`src/rtl/divider.sv`:
```
// Multicycle signed restoring divider, one quotient bit per cycle, truncating toward zero.
// Optional remainder output is enabled by defining DIV_REMAINDER_EN.
module divider #(
   parameter int WIDTH = 32
) (
   input  logic                    clock,
   input  logic                    reset,
   input  logic                    ctrl_div,
   input  logic signed [WIDTH-1:0] dividend,
   input  logic signed [WIDTH-1:0] divisor,
   output logic signed [WIDTH-1:0] quotient,
   output logic                    exception,
   output logic                    resultRDY,
   output logic                    busy,
   output logic [4:0]              state_count
`ifdef DIV_REMAINDER_EN
   ,
   output logic signed [WIDTH-1:0] remainder
`endif
);

   typedef enum logic [1:0] {IDLE, RUN, DONE} state_t;

   localparam logic [4:0] LAST_ITER = 5'(WIDTH - 1);

   state_t state, state_nx;

   logic [WIDTH:0]   r;
   logic [WIDTH-1:0] q;
   logic [WIDTH-1:0] d;
   logic             sign_q;
   logic             exc_pend;
`ifdef DIV_REMAINDER_EN
   logic             sign_r;
`endif

   logic             start;
   logic             div_zero;
   logic             ovf;
   logic [WIDTH+1:0] r_sh;
   logic [WIDTH+1:0] diff;

   // Magnitude as unsigned; the most negative value maps to 2^(WIDTH-1).
   function automatic logic [WIDTH-1:0] abs_w(input logic [WIDTH-1:0] v);
      return v[WIDTH-1] ? -v : v;
   endfunction

   function automatic logic [WIDTH-1:0] cond_neg(input logic neg, input logic [WIDTH-1:0] v);
      return neg ? -v : v;
   endfunction

   // A start landing in the result-strobe cycle is still treated as busy.
   assign start    = (state == IDLE) && !resultRDY && ctrl_div;
   assign div_zero = (divisor == '0);
   assign ovf      = (dividend == {1'b1, {(WIDTH-1){1'b0}}}) && (divisor == '1);
   assign busy     = (state != IDLE) || resultRDY;

   assign r_sh = {r, q[WIDTH-1]};
   assign diff = r_sh - {2'b00, d};

   always_ff @(posedge clock) begin
      if (!reset) state <= IDLE;
      else        state <= state_nx;
   end

   always_comb begin
      state_nx = state;
      case (state)
         IDLE:    if (start) state_nx = (div_zero || ovf) ? DONE : RUN;
         RUN:     if (state_count == LAST_ITER) state_nx = DONE;
         DONE:    state_nx = IDLE;
         default: state_nx = IDLE;
      endcase
   end

   always_ff @(posedge clock) begin
      if (!reset) begin
         r           <= '0;
         q           <= '0;
         d           <= '0;
         sign_q      <= 1'b0;
         exc_pend    <= 1'b0;
         quotient    <= '0;
         exception   <= 1'b0;
         resultRDY   <= 1'b0;
         state_count <= '0;
`ifdef DIV_REMAINDER_EN
         sign_r      <= 1'b0;
         remainder   <= '0;
`endif
      end else begin
         resultRDY <= 1'b0;
         case (state)
            IDLE: begin
               if (start) begin
                  r           <= '0;
                  state_count <= '0;
                  d           <= abs_w(divisor);
                  exc_pend    <= div_zero || ovf;
                  exception   <= 1'b0;
`ifdef DIV_REMAINDER_EN
                  sign_r      <= dividend[WIDTH-1];
`endif
                  if (div_zero) begin
                     q      <= '0;
                     sign_q <= 1'b0;
                  end else if (ovf) begin
                     q      <= {1'b1, {(WIDTH-1){1'b0}}};
                     sign_q <= 1'b0;
                  end else begin
                     q      <= abs_w(dividend);
                     sign_q <= dividend[WIDTH-1] ^ divisor[WIDTH-1];
                  end
               end
            end
            RUN: begin
               // diff's top bit is the borrow: set means restore.
               if (diff[WIDTH+1]) r <= r_sh[WIDTH:0];
               else               r <= diff[WIDTH:0];
               q           <= {q[WIDTH-2:0], ~diff[WIDTH+1]};
               state_count <= state_count + 5'd1;
            end
            DONE: begin
               resultRDY <= 1'b1;
               quotient  <= cond_neg(sign_q, q);
               exception <= exc_pend;
`ifdef DIV_REMAINDER_EN
               remainder <= cond_neg(sign_r, r[WIDTH-1:0]);
`endif
            end
            default: ;
         endcase
      end
   end

endmodule

```
`config.mk`:
```
export PLATFORM = sky130hd
export DESIGN_NAME = divider
export DESIGN_NICKNAME = d
export VERILOG_FILES = /design/src/rtl/divider.sv
export SDC_FILE = /design/constraint.sdc
export NUM_CORES = 1
export LEC_CHECK = 0
export BUFFER_PORTS_ARGS = -buffer_cell sky130_fd_sc_hd__buf_2
export CORE_ASPECT_RATIO = 0.8
export CORE_MARGIN = 5
export CORE_UTILIZATION = 64
export CTS_CLUSTER_DIAMETER = 50
export DETAILED_ROUTE_END_ITERATION = 8
export PLACE_DENSITY = 0.86
export SYNTH_ARGS = -nofsm -noshare
export SYNTH_HDL_FRONTEND = slang
export SYNTH_SLANG_ARGS = --single-unit
```
`constraint.sdc`:
```
create_clock -name clock -period 8.1 [get_ports clock]
set_input_delay 2.43 -clock clock [delete_from_list [all_inputs] [get_ports clock]]
set_output_delay 2.43 -clock clock [all_outputs]
set_load 0.005 [all_outputs]
```
==> results.ini, run 1 <==
[sta]
tns_ns = 0
drv_slew = 0
fin_ws_ns = 3.09
fmax_mhz = 200
hold_viol = 0
clock_skew_ns = 0.00749
finalSetupViolCount = 0
worst_pin_slew_ns = 1.17
slew_headroom_pct = 21.8
rsz0062_at_grt = false
post-route-min-period_ns = 5.01
period_share_pct = 61.9

[floorplan]
start_util_pct = 64.8
num_rows = 39
num_io_pins = 107
fp.dieW_um = 144
dieHeight_um = 117
coreArea_um2 = 14200
die_area_um2 = 16900

[worst_setup_path]
critPathKind = primary input to register
startpoint_type = primary input
end_kind = register
r2r_slack_ns = 4.17
cp_top_family = simple AND/OR/NAND/NOR gates
slowest_stage = or4_1
worstPathCellList = buf_2 > or4_1 > nor4_2 > nand4_1 > or3b_1 > nand3_2 > o221a_2 > nor2_1
path_max_fanout = 33
r2r_start = d[4]
cp_slowest_stage_delay_ns = 0.61
arrival_ns = 5.30
cp_num_buf_inv = 1
critPathRequiredTime_ns = 8.39
r2r-end = r[27]
ff2ff_path_depth = 11

[power_and_ir_drop]
power_density_nw_per_um2 = 220
p_leak_uw = 0.00427
ir_drop_uv = 248

[cells_and_area]
area_growth_pct = 13.0
final_area_um2 = 10400
final_cells = 1439
fin_nets = 1348
final_layout_size_suffix_gt1_share_pct = 13.6
antenna_cells = 0
num-fill-cells = 1109

[grt]
gr-total-overflow = 0
antenna_found_initial = 0
grt_max_degree = 61
grt_usage_pct = 30.4
grt_pass1_vias = 7774
grt_pass1_wl_um = 40600

[clocking]
cts_buffers = 17
clock_latency_ns = 0.43
clk_pin_slew_ns = 0.06
cts_root_buf = clkbuf_16
cts_max_level = 4
clkSinkCount = 140
tritoncts = done
cts_hold_buf = 0
cts_buffer_depth = 2
ctsResizeCount = 0
cts_setup_buffers = 0

[routing]
wl_met3_um = 2970
drt-initial-drc-count = 998
via_per_inst = 6.21
drtPass1Iterations = 5
num_vias = 8943
drc = 0
wl_met1_um = 12000
wl_per_cell_um = 17.9
dr_wl_met2_um = 10400
top_layer = met4
drt-total-wl_um = 25800
ant_nets = 0

[synthesis]
avgSynthCellArea_um2 = 7.80
ys_warn_count = 0
synthTopCellsByArea = dfxtp_1, xor2_1, nor2_1
syn_nets = 1286
synth_edf_count = 0
synth_cells = 1180
synth-seq-cells = 140
async_reset_ff_share_pct = 0
netlist_area_um2 = 9200
yosysTopAreaCell = dfxtp_1
ys.flop_type = dfxtp_1
yosysSeqAreaShare_pct = 30.5
synth.distinct_cells = 71
synth_top_area_share_pct = 30.5

[run_status]
outcome = finished, final reports clean

[placed_design]
port_buffers = 106
dp_slack_ns = 2.80
gp_congestion = 0.955
dp.cells = 1407
hpwl_um = 18500
placed_cell_area_um2 = 9730

[worst_hold_path]
min_path_cells = 2
hp-start = quotient[27]
holdPathEnd = quotient[27]
min_path_type = register to register

[run]
cap_violations = 0

-- worst max path at each step --
stage | start | to | slack [ns] | depth (start not counted)
2_1_floorplan | dividend[8] | q[17] | 3.49 | 8
3_3_place_gp | divisor[6] | q[2] | 2.83 | 8
3_5_place_dp | divisor[6] | q[1] | 2.80 | 8
4_1_cts | divisor[6] | q[2] | 3.18 | 8
5_1_grt | divisor[6] | q[1] | 2.98 | 8
6_report | divisor[6] | q[2] | 3.09 | 8
-- stage by stage --
| stage | total power, uW | hold slack (ns) | util (%) |
|---|---|---|---|
| final | 2280 | 0.449 | 73.2 |
| after global routing | 2380 | 0.478 | 73.2 |
| after CTS | 2270 | 0.451 | 73.2 |
| after detailed placement | 1400 | 0.444 | 68.5 |
| after global placement | 1380 | 0.435 | 68.5 |
| after floorplan | 1260 | 0.432 | - |
-- flip-flops by register name, summed over array words and instances, names as in the netlist --
name,flops
quotient,32
state,2
sign_q,1
q,32
exception,1
resultRDY,1
state_count,5
d,32
r,33
exc_pend,1
-- synthesized netlist by cell type (24+ instances only) --
cell type  instances
a21oi_1           90
inv_1             45
ha_1              38
nor2_1           141
o22a_1            28
a211oi_1          53
nand3_1           29
dfxtp_1          140
clkbuf_1          50
nand2_1          105
o21ai_1           25
xor2_1            80
o21ai_0           53
o31ai_1           24
xnor2_1           31
-- cell families after synthesis --
logic type | after synthesis | synth area share, %
AND/OR/NAND/NOR | 399 | 20.6
AO/OA/AOI/OAI | 353 | 25.5
flip-flops | 140 | 30.5
buffers and inverters | 116 | 5.15
XOR/XNOR | 111 | 10.6
adder cells (fa/ha/maj) | 39 | 5.38
multiplexers | 22 | 2.39
-- placed cells by master, fill, tap and decap left out, drive strengths merged, types with 19 or more instances in the layout --
cell type and instances:
a211oi 53, ha 38, buf 113, dfxtp 140
a21oi 91, a21o 19, xnor2 31, nand3 30
clkbuf 20, inv 49, o22a 28, nor2 142
nand2 105, xor2 80, mux2i 22, nor3 21
o21ai 78, o31ai 25
-- layout make-up --
type                       count  area [um2]  area share, %
multi-input combinational    924        5940           57.2
sequential                   140        2800           27.0
timing repair buffer         113         583           5.61
clock buffer                  20         457           4.39
tap                          184         230           2.21
clock inverter                12         208           2.00
inverter                      46         174           1.67
-- metal layers --
layer	track usage (%)	up-vias
met1	47.4	4091
met3	6.74	40
met4	7.84	0
met5	0	-
li1	-	4377
met2	41.9	435
-- report_power, final --
part | internal, uW | switching (uW) | leakage (uW)
clock network | 567 | 315 | 0.000320
registers | 733 | 54.3 | 0.00114
logic | 244 | 371 | 0.00281
-- worst reg2reg max path, delay by kind of cell (launching register included) --
family | cells | cell delay (ns)
adder cells (fa/ha/maj) | 1 | 0.34
buffers and inverters | 1 | 0.06
AO/OA/AOI/OAI | 6 | 1.60
AND/OR/NAND/NOR | 3 | 1.52
flip-flops | 1 | 0.33
Power figures use the tool's default switching activity.
==> run 2: changes to the inputs <==
- CORE_UTILIZATION: 64 -> 54
- PLACE_DENSITY: 0.86 -> 0.78
- clock period: 8.1 -> 4.15 ns (I/O delays scaled with it)
==> run 2 against run 1 <==
Net effect: sequential cell count did not move; clock-buffer cell count fell by 1; hold slack improved by 0.0066 ns; sequential power rose by 96%; cell area rose by 0.81%; utilization fell by 10 points; critical path type unchanged.
==> results.ini, run 2 (same netlist as run 1, synthesis figures left out) <==
[cells_and_area]
final_area_um2 = 10500  ; +0.81%
layout_commonest_cell = nor2_1
largest_reg_flops = 33  ; unchanged
final_cells = 1486  ; +3.3%
final_cell_mix = nor2_1, dfxtp_1, buf_2
antenna_cells = 0  ; unchanged
final_layout_size_suffix_gt1_share_pct = 14.3  ; +0.67 points
top_register = r
area_growth_pct = 13.9
num-fill-cells = 1456  ; +31%
fin_nets = 1359  ; +0.82%

[sta]
fin_ws_ns = 0.619  ; -2.47 ns
finalSetupViolCount = 0  ; unchanged
rsz0062_at_grt = false
period_share_pct = 85.1
clock_skew_ns = 0.0107  ; +0.00317 ns
worst_pin_slew_ns = 1.20  ; +0.0344 ns
post-route-min-period_ns = 3.53
hold_viol = 0  ; unchanged
slew_headroom_pct = 19.5  ; -2.3 points
fmax_mhz = 283
tns_ns = 0  ; unchanged
whs_ns = 0.456  ; +0.00657 ns
drv_slew = 0  ; unchanged

[clocking]
cts_setup_buffers = 0  ; unchanged
clock_latency_ns = 0.43  ; about the same
clkSinkCount = 140  ; unchanged
clk_pin_slew_ns = 0.06  ; about the same
cts_max_level = 4  ; unchanged
cts_buffer_depth = 2  ; unchanged
tritoncts = done
cts_hold_buf = 0  ; unchanged
cts_buffers = 17  ; unchanged
ctsResizeCount = 0  ; unchanged
cts_root_buf = clkbuf_16

[grt]
grt_max_degree = 108  ; +77%
gr-total-overflow = 0  ; unchanged
antenna_found_initial = 0  ; unchanged
grt_pass1_vias = 8069  ; +3.8%
grt_usage_pct = 26.4  ; -4.0 points
grt_pass1_wl_um = 42400  ; +4.5%

[power_and_ir_drop]
combPwrFrac_pct = 28.2  ; +1.3 points
p_leak_uw = 0.00430  ; +0.68%
p_int_uw = 2890  ; +87%
power_density_nw_per_um2 = 415  ; +89%
ir_drop_uv = 252  ; +1.4%
p_switching_uw = 1460  ; +97%
power.share.clock_pct = 36.5  ; -2.1 points
p_seq_share_pct = 35.4  ; +0.9 points
p_sw_share_pct = 33.5  ; +1.1 points

[floorplan]
dieHeight_um = 127  ; +8.1%
start_util_pct = 55.2  ; -9.6 points
num_io_pins = 107  ; unchanged
die_area_um2 = 19800  ; +17%
coreArea_um2 = 16700  ; +17%
num_rows = 42  ; +7.7%
fp.dieW_um = 156  ; +8.3%

[worst_hold_path]
min_path_type = register to register
hp-start = quotient[29]

[worst_setup_path]
slowest_stage = nor4_1
worstPathCellList = buf_2 > nand4_1 > nor4_1 > nand2_1 > nor4_1 > nand3_1 > nand3_2 > buf_12 > o22a_1 > nor2_1
startpoint = divisor[31]
critPathKind = primary input to register
startpoint_type = primary input
cp_slowest_stage_delay_ns = 0.59  ; -0.02 ns
end_kind = register
arrival_ns = 3.80  ; -1.50 ns
r2r_slack_ns = 0.62  ; -3.55 ns
path_max_fanout = 26  ; -21%
crit_path_frequent_cell = nor4_1
r2r_start = q[31]
critPathRequiredTime_ns = 4.42  ; -3.97 ns

[routing]
ant_nets = 0  ; unchanged
drc = 0  ; unchanged
drt-total-wl_um = 26600  ; +3.4%
drtPass1Iterations = 6  ; +1
drt-initial-drc-count = 969  ; -2.9%
wl_per_cell_um = 17.9  ; +0.11%
via_per_inst = 6.08  ; -2.2%
num_vias = 9035  ; +1.0%

[placed_design]
gp_congestion = 0.960  ; +0.52%
hpwl_um = 19400  ; +5.3%
dp_slack_ns = 0.317  ; -2.48 ns
dp.cells = 1454  ; +3.3%
port_buffers = 106  ; unchanged
placed_cell_area_um2 = 9870  ; +1.4%

[run_status]
outcome = finished, final reports clean

[run]
cap_violations = 0  ; unchanged

[run 2: cell count changes in the layout (fill, tap and decap cells not counted), sizes merged]
cell / before / now
clkbuf: 20 / 19
buf: 113 / 124
inv: 49 / 46
bufinv: 5 / 3
clkinv: 2 / 7
clkinvlp: 2 / 3
[run 2: layout make-up]
class                           instances  area (um2)  area share [%]
Tap cell                              220         275            2.63
Inverter                               46         174            1.66
Clock buffer                           19         443            4.23
Clock inverter                         13         166            1.59
Timing Repair Buffer                  124         678            6.47
Multi-Input combinational cell        924        5940            56.7
Sequential cell                       140        2800            26.7
[run 2: stage by stage]
step | power [uW] | util (%)
after global routing | 4540 | 62.9
after detailed placement | 2750 | 59.3
after floorplan | 2450 | -
after CTS | 4330 | 62.9
final | 4340 | 62.9
after global placement | 2720 | 59.3
[run 2: power by group through the flow]
stage	clock (uW)	combinational (uW)	sequential [uW]
after floorplan	0	937	1520
final	1580	1220	1540
after global routing	1650	1350	1540
after global placement	0	1170	1550
after detailed placement	0	1190	1560
after CTS	1590	1210	1530
[run 2: path summary, 6_finish.rpt]
path,end,cells after the start
max,q[13],10
min,quotient[29],2
max reg2reg,r[26],12
min reg2reg,quotient[29],2
[run 2: layer usage]
layer  global-route usage [%]  up-vias  part of all wire, %
met5                        0        -                    0
met4                     7.10        0                  1.3
met3                     7.52       30                   12
met2                     34.5      397                   39
met1                     41.6     4202                   48
li1                         -     4406                    -
[run 2: critical path: cells and delay by family]
kind                   cells  cell delay (ns)
buffers and inverters      2             0.36
AND/OR/NAND/NOR            7             2.01
AO/OA/AOI/OAI              1             0.17
==> run 3: changes to the inputs <==
- CORE_ASPECT_RATIO: 0.8 -> 1.75
- REMOVE_ABC_BUFFERS: default -> 1
==> run 3 against run 2 <==
Net effect: critical path depth up 2; first-iteration DRC count decreased by 52%; utilization is 0.33 points lower; hold slack got worse by 0.0021 ns; combinational power barely moved; register-to-register slack worse by 0.20 ns; via count shrank 0.87%; setup slack lost 0.20 ns; die area increased by 0.43%; sequential power is essentially flat.
==> results.ini, run 3 (same netlist as run 1, synthesis figures left out) <==
[run_status]
outcome = finished, final reports clean

[power_and_ir_drop]
p_leak_uw = 0.00434  ; +0.89%
ir_drop_uv = 280  ; +11%
power.share.clock_pct = 36.7  ; +0.2 points
p_seq_share_pct = 34.8  ; -0.6 points
p_int_uw = 2900  ; +0.30%
p_switching_uw = 1470  ; +1.1%
combPwrFrac_pct = 28.5  ; +0.3 points
p_sw_share_pct = 33.7  ; +0.18 points
power_density_nw_per_um2 = 414  ; -0.15%
power_uw = 4370  ; +0.58%

[sta]
hold_viol = 0  ; unchanged
whs_ns = 0.453  ; -0.00209 ns
rsz0062_at_grt = false
finalSetupViolCount = 0  ; unchanged
tns_ns = 0  ; unchanged
post-route-min-period_ns = 3.73  ; +0.196 ns
fmax_mhz = 268  ; -5.3%
slew_headroom_pct = 24.3  ; +4.9 points
drv_slew = 0  ; unchanged
worst_pin_slew_ns = 1.13  ; -0.0703 ns
period_share_pct = 89.8  ; +4.7 points
clock_skew_ns = 0.0120  ; +0.00134 ns

[cells_and_area]
layout_commonest_cell = nor2_1
final_cell_mix = nor2_1, dfxtp_1, buf_2
num-fill-cells = 1587  ; +9.0%
final_layout_size_suffix_gt1_share_pct = 14.9  ; +0.62 points
area_growth_pct = 14.7
top_register = r
fin_nets = 1367  ; +0.59%
largest_reg_flops = 33  ; unchanged
antenna_cells = 0  ; unchanged

[worst_setup_path]
slowest_stage = or2_1
end_kind = register
worstPathCellList = inv_1 > ha_1 > a21oi_1 > nand2_1 > o21ai_1 > a2111oi_1 > buf_4 > o211ai_1 > and4_1 > or2_1 > nand3_1 > a31oi_1
cp_top_family = compound AO/OA/AOI/OAI gates
critPathRequiredTime_ns = 4.52  ; +0.10 ns
path_max_fanout = 16  ; -38%
cp_slowest_stage_delay_ns = 0.60  ; about the same
startpoint_type = register
cp_num_buf_inv = 2  ; unchanged
critPathKind = register to register
arrival_ns = 4.09  ; +0.29 ns

[clocking]
cts_setup_buffers = 0  ; unchanged
cts_buffers = 17  ; unchanged
clkSinkCount = 140  ; unchanged
cts_hold_buf = 0  ; unchanged
clock_latency_ns = 0.44  ; about the same
ctsResizeCount = 0  ; unchanged
cts_root_buf = clkbuf_16
tritoncts = done
clk_pin_slew_ns = 0.06  ; about the same
cts_max_level = 4  ; unchanged
cts_buffer_depth = 2  ; unchanged

[floorplan]
fp.dieW_um = 109  ; -30%
start_util_pct = 54.5  ; -0.69 points
die_area_um2 = 19900  ; +0.43%
num_rows = 63  ; +50%
num_io_pins = 107  ; unchanged
coreArea_um2 = 16900  ; +1.3%
dieHeight_um = 183  ; +44%

[routing]
via_per_inst = 5.97  ; -1.9%
drtPass1Iterations = 7  ; +1
num_vias = 8956  ; -0.87%
drt-total-wl_um = 26000  ; -2.3%
ant_nets = 0  ; unchanged
drt-initial-drc-count = 468  ; -52%
wl_per_cell_um = 17.3  ; -3.3%
drc = 0  ; unchanged

[placed_design]
port_buffers = 106  ; unchanged
hpwl_um = 19200  ; -1.5%
gp_congestion = 0.990  ; +3.2%

[grt]
grt_usage_pct = 26.9  ; +0.45 points
grt_pass1_wl_um = 42900  ; +1.2%
grt_max_degree = 48  ; -56%
antenna_found_initial = 0  ; unchanged
grt_pass1_vias = 8808  ; +9.2%
gr-total-overflow = 0  ; unchanged

[run]
cap_violations = 0  ; unchanged

[worst_hold_path]
min_path_type = register to register

==> run 3: changes by cell type in the layout (fill, tap and decap cells not counted) <==
cell / previous run / this run
buf_4: 17 / 25
clkinv_2: 3 / 2
nor2b_4: 1 / 2
clkinvlp_4: 3 / 4
clkbuf_1: 1 / 0
clkinv_4: 4 / 2
inv_6: 1 / 5
clkbuf_8: 1 / 0
nor2b_2: 1 / 0
==> run 3: tightest hold or removal path, stage by stage (launching register included) <==
cell	delay (ns)
dfxtp_1	0.31
nand2_1	0.05
a21oi_1	0.05
==> run 3: final cells by class <==
class / instances / area (um2) / share of cell area, %
clock buffer: 17 / 425 / 4.03
clock inverter: 15 / 186 / 1.77
inverter: 46 / 174 / 1.65
multi-input combinational: 924 / 5950 / 56.3
sequential: 140 / 2800 / 26.5
tap: 227 / 284 / 2.69
timing repair buffer: 132 / 738 / 6.99
==> run 3: metrics by stage <==
stage                     area (um2)  util [%]  instances  setup slack, ns
after floorplan                 8900         -       1110            0.281
after global placement          9950      59.0       1469            0.422
after detailed placement        9950      59.0       1469            0.415
after CTS                      10600      62.6       1501            0.549
after global routing           10600      62.6       1501            0.353
final                          10600      62.6       1501            0.423
==> run 3: final timing paths <==
path / slack, ns / endpoint / cells after the start / startpoint
worst max-delay path: 0.42 / r[11] / 12 / d[4]
worst min register to register: 0.45 / quotient[25] / 2 / quotient[25]
worst max register to register: 0.42 / r[11] / 12 / d[4]
worst min-delay path: 0.45 / quotient[25] / 2 / quotient[25]
==> run 3: routing by layer <==
metal	vias up	global-route usage (%)	share of wire, %
li1	4414	-	-
met1	4167	30.6	39
met2	298	47.8	51
met3	77	3.72	5.0
met4	0	13.9	5.0
met5	-	0	0
==> run 3: power groups by stage <==
| stage | clock network [uW] | registers (uW) | logic (uW) |
|---|---|---|---|
| 2_1_floorplan | 0 | 1520 | 876 |
| 4_1_cts | 1630 | 1520 | 1240 |
| 6_report | 1600 | 1520 | 1250 |
| 3_3_place_gp | 0 | 1550 | 1220 |
| 3_5_place_dp | 0 | 1550 | 1230 |
| 5_1_grt | 1680 | 1530 | 1380 |
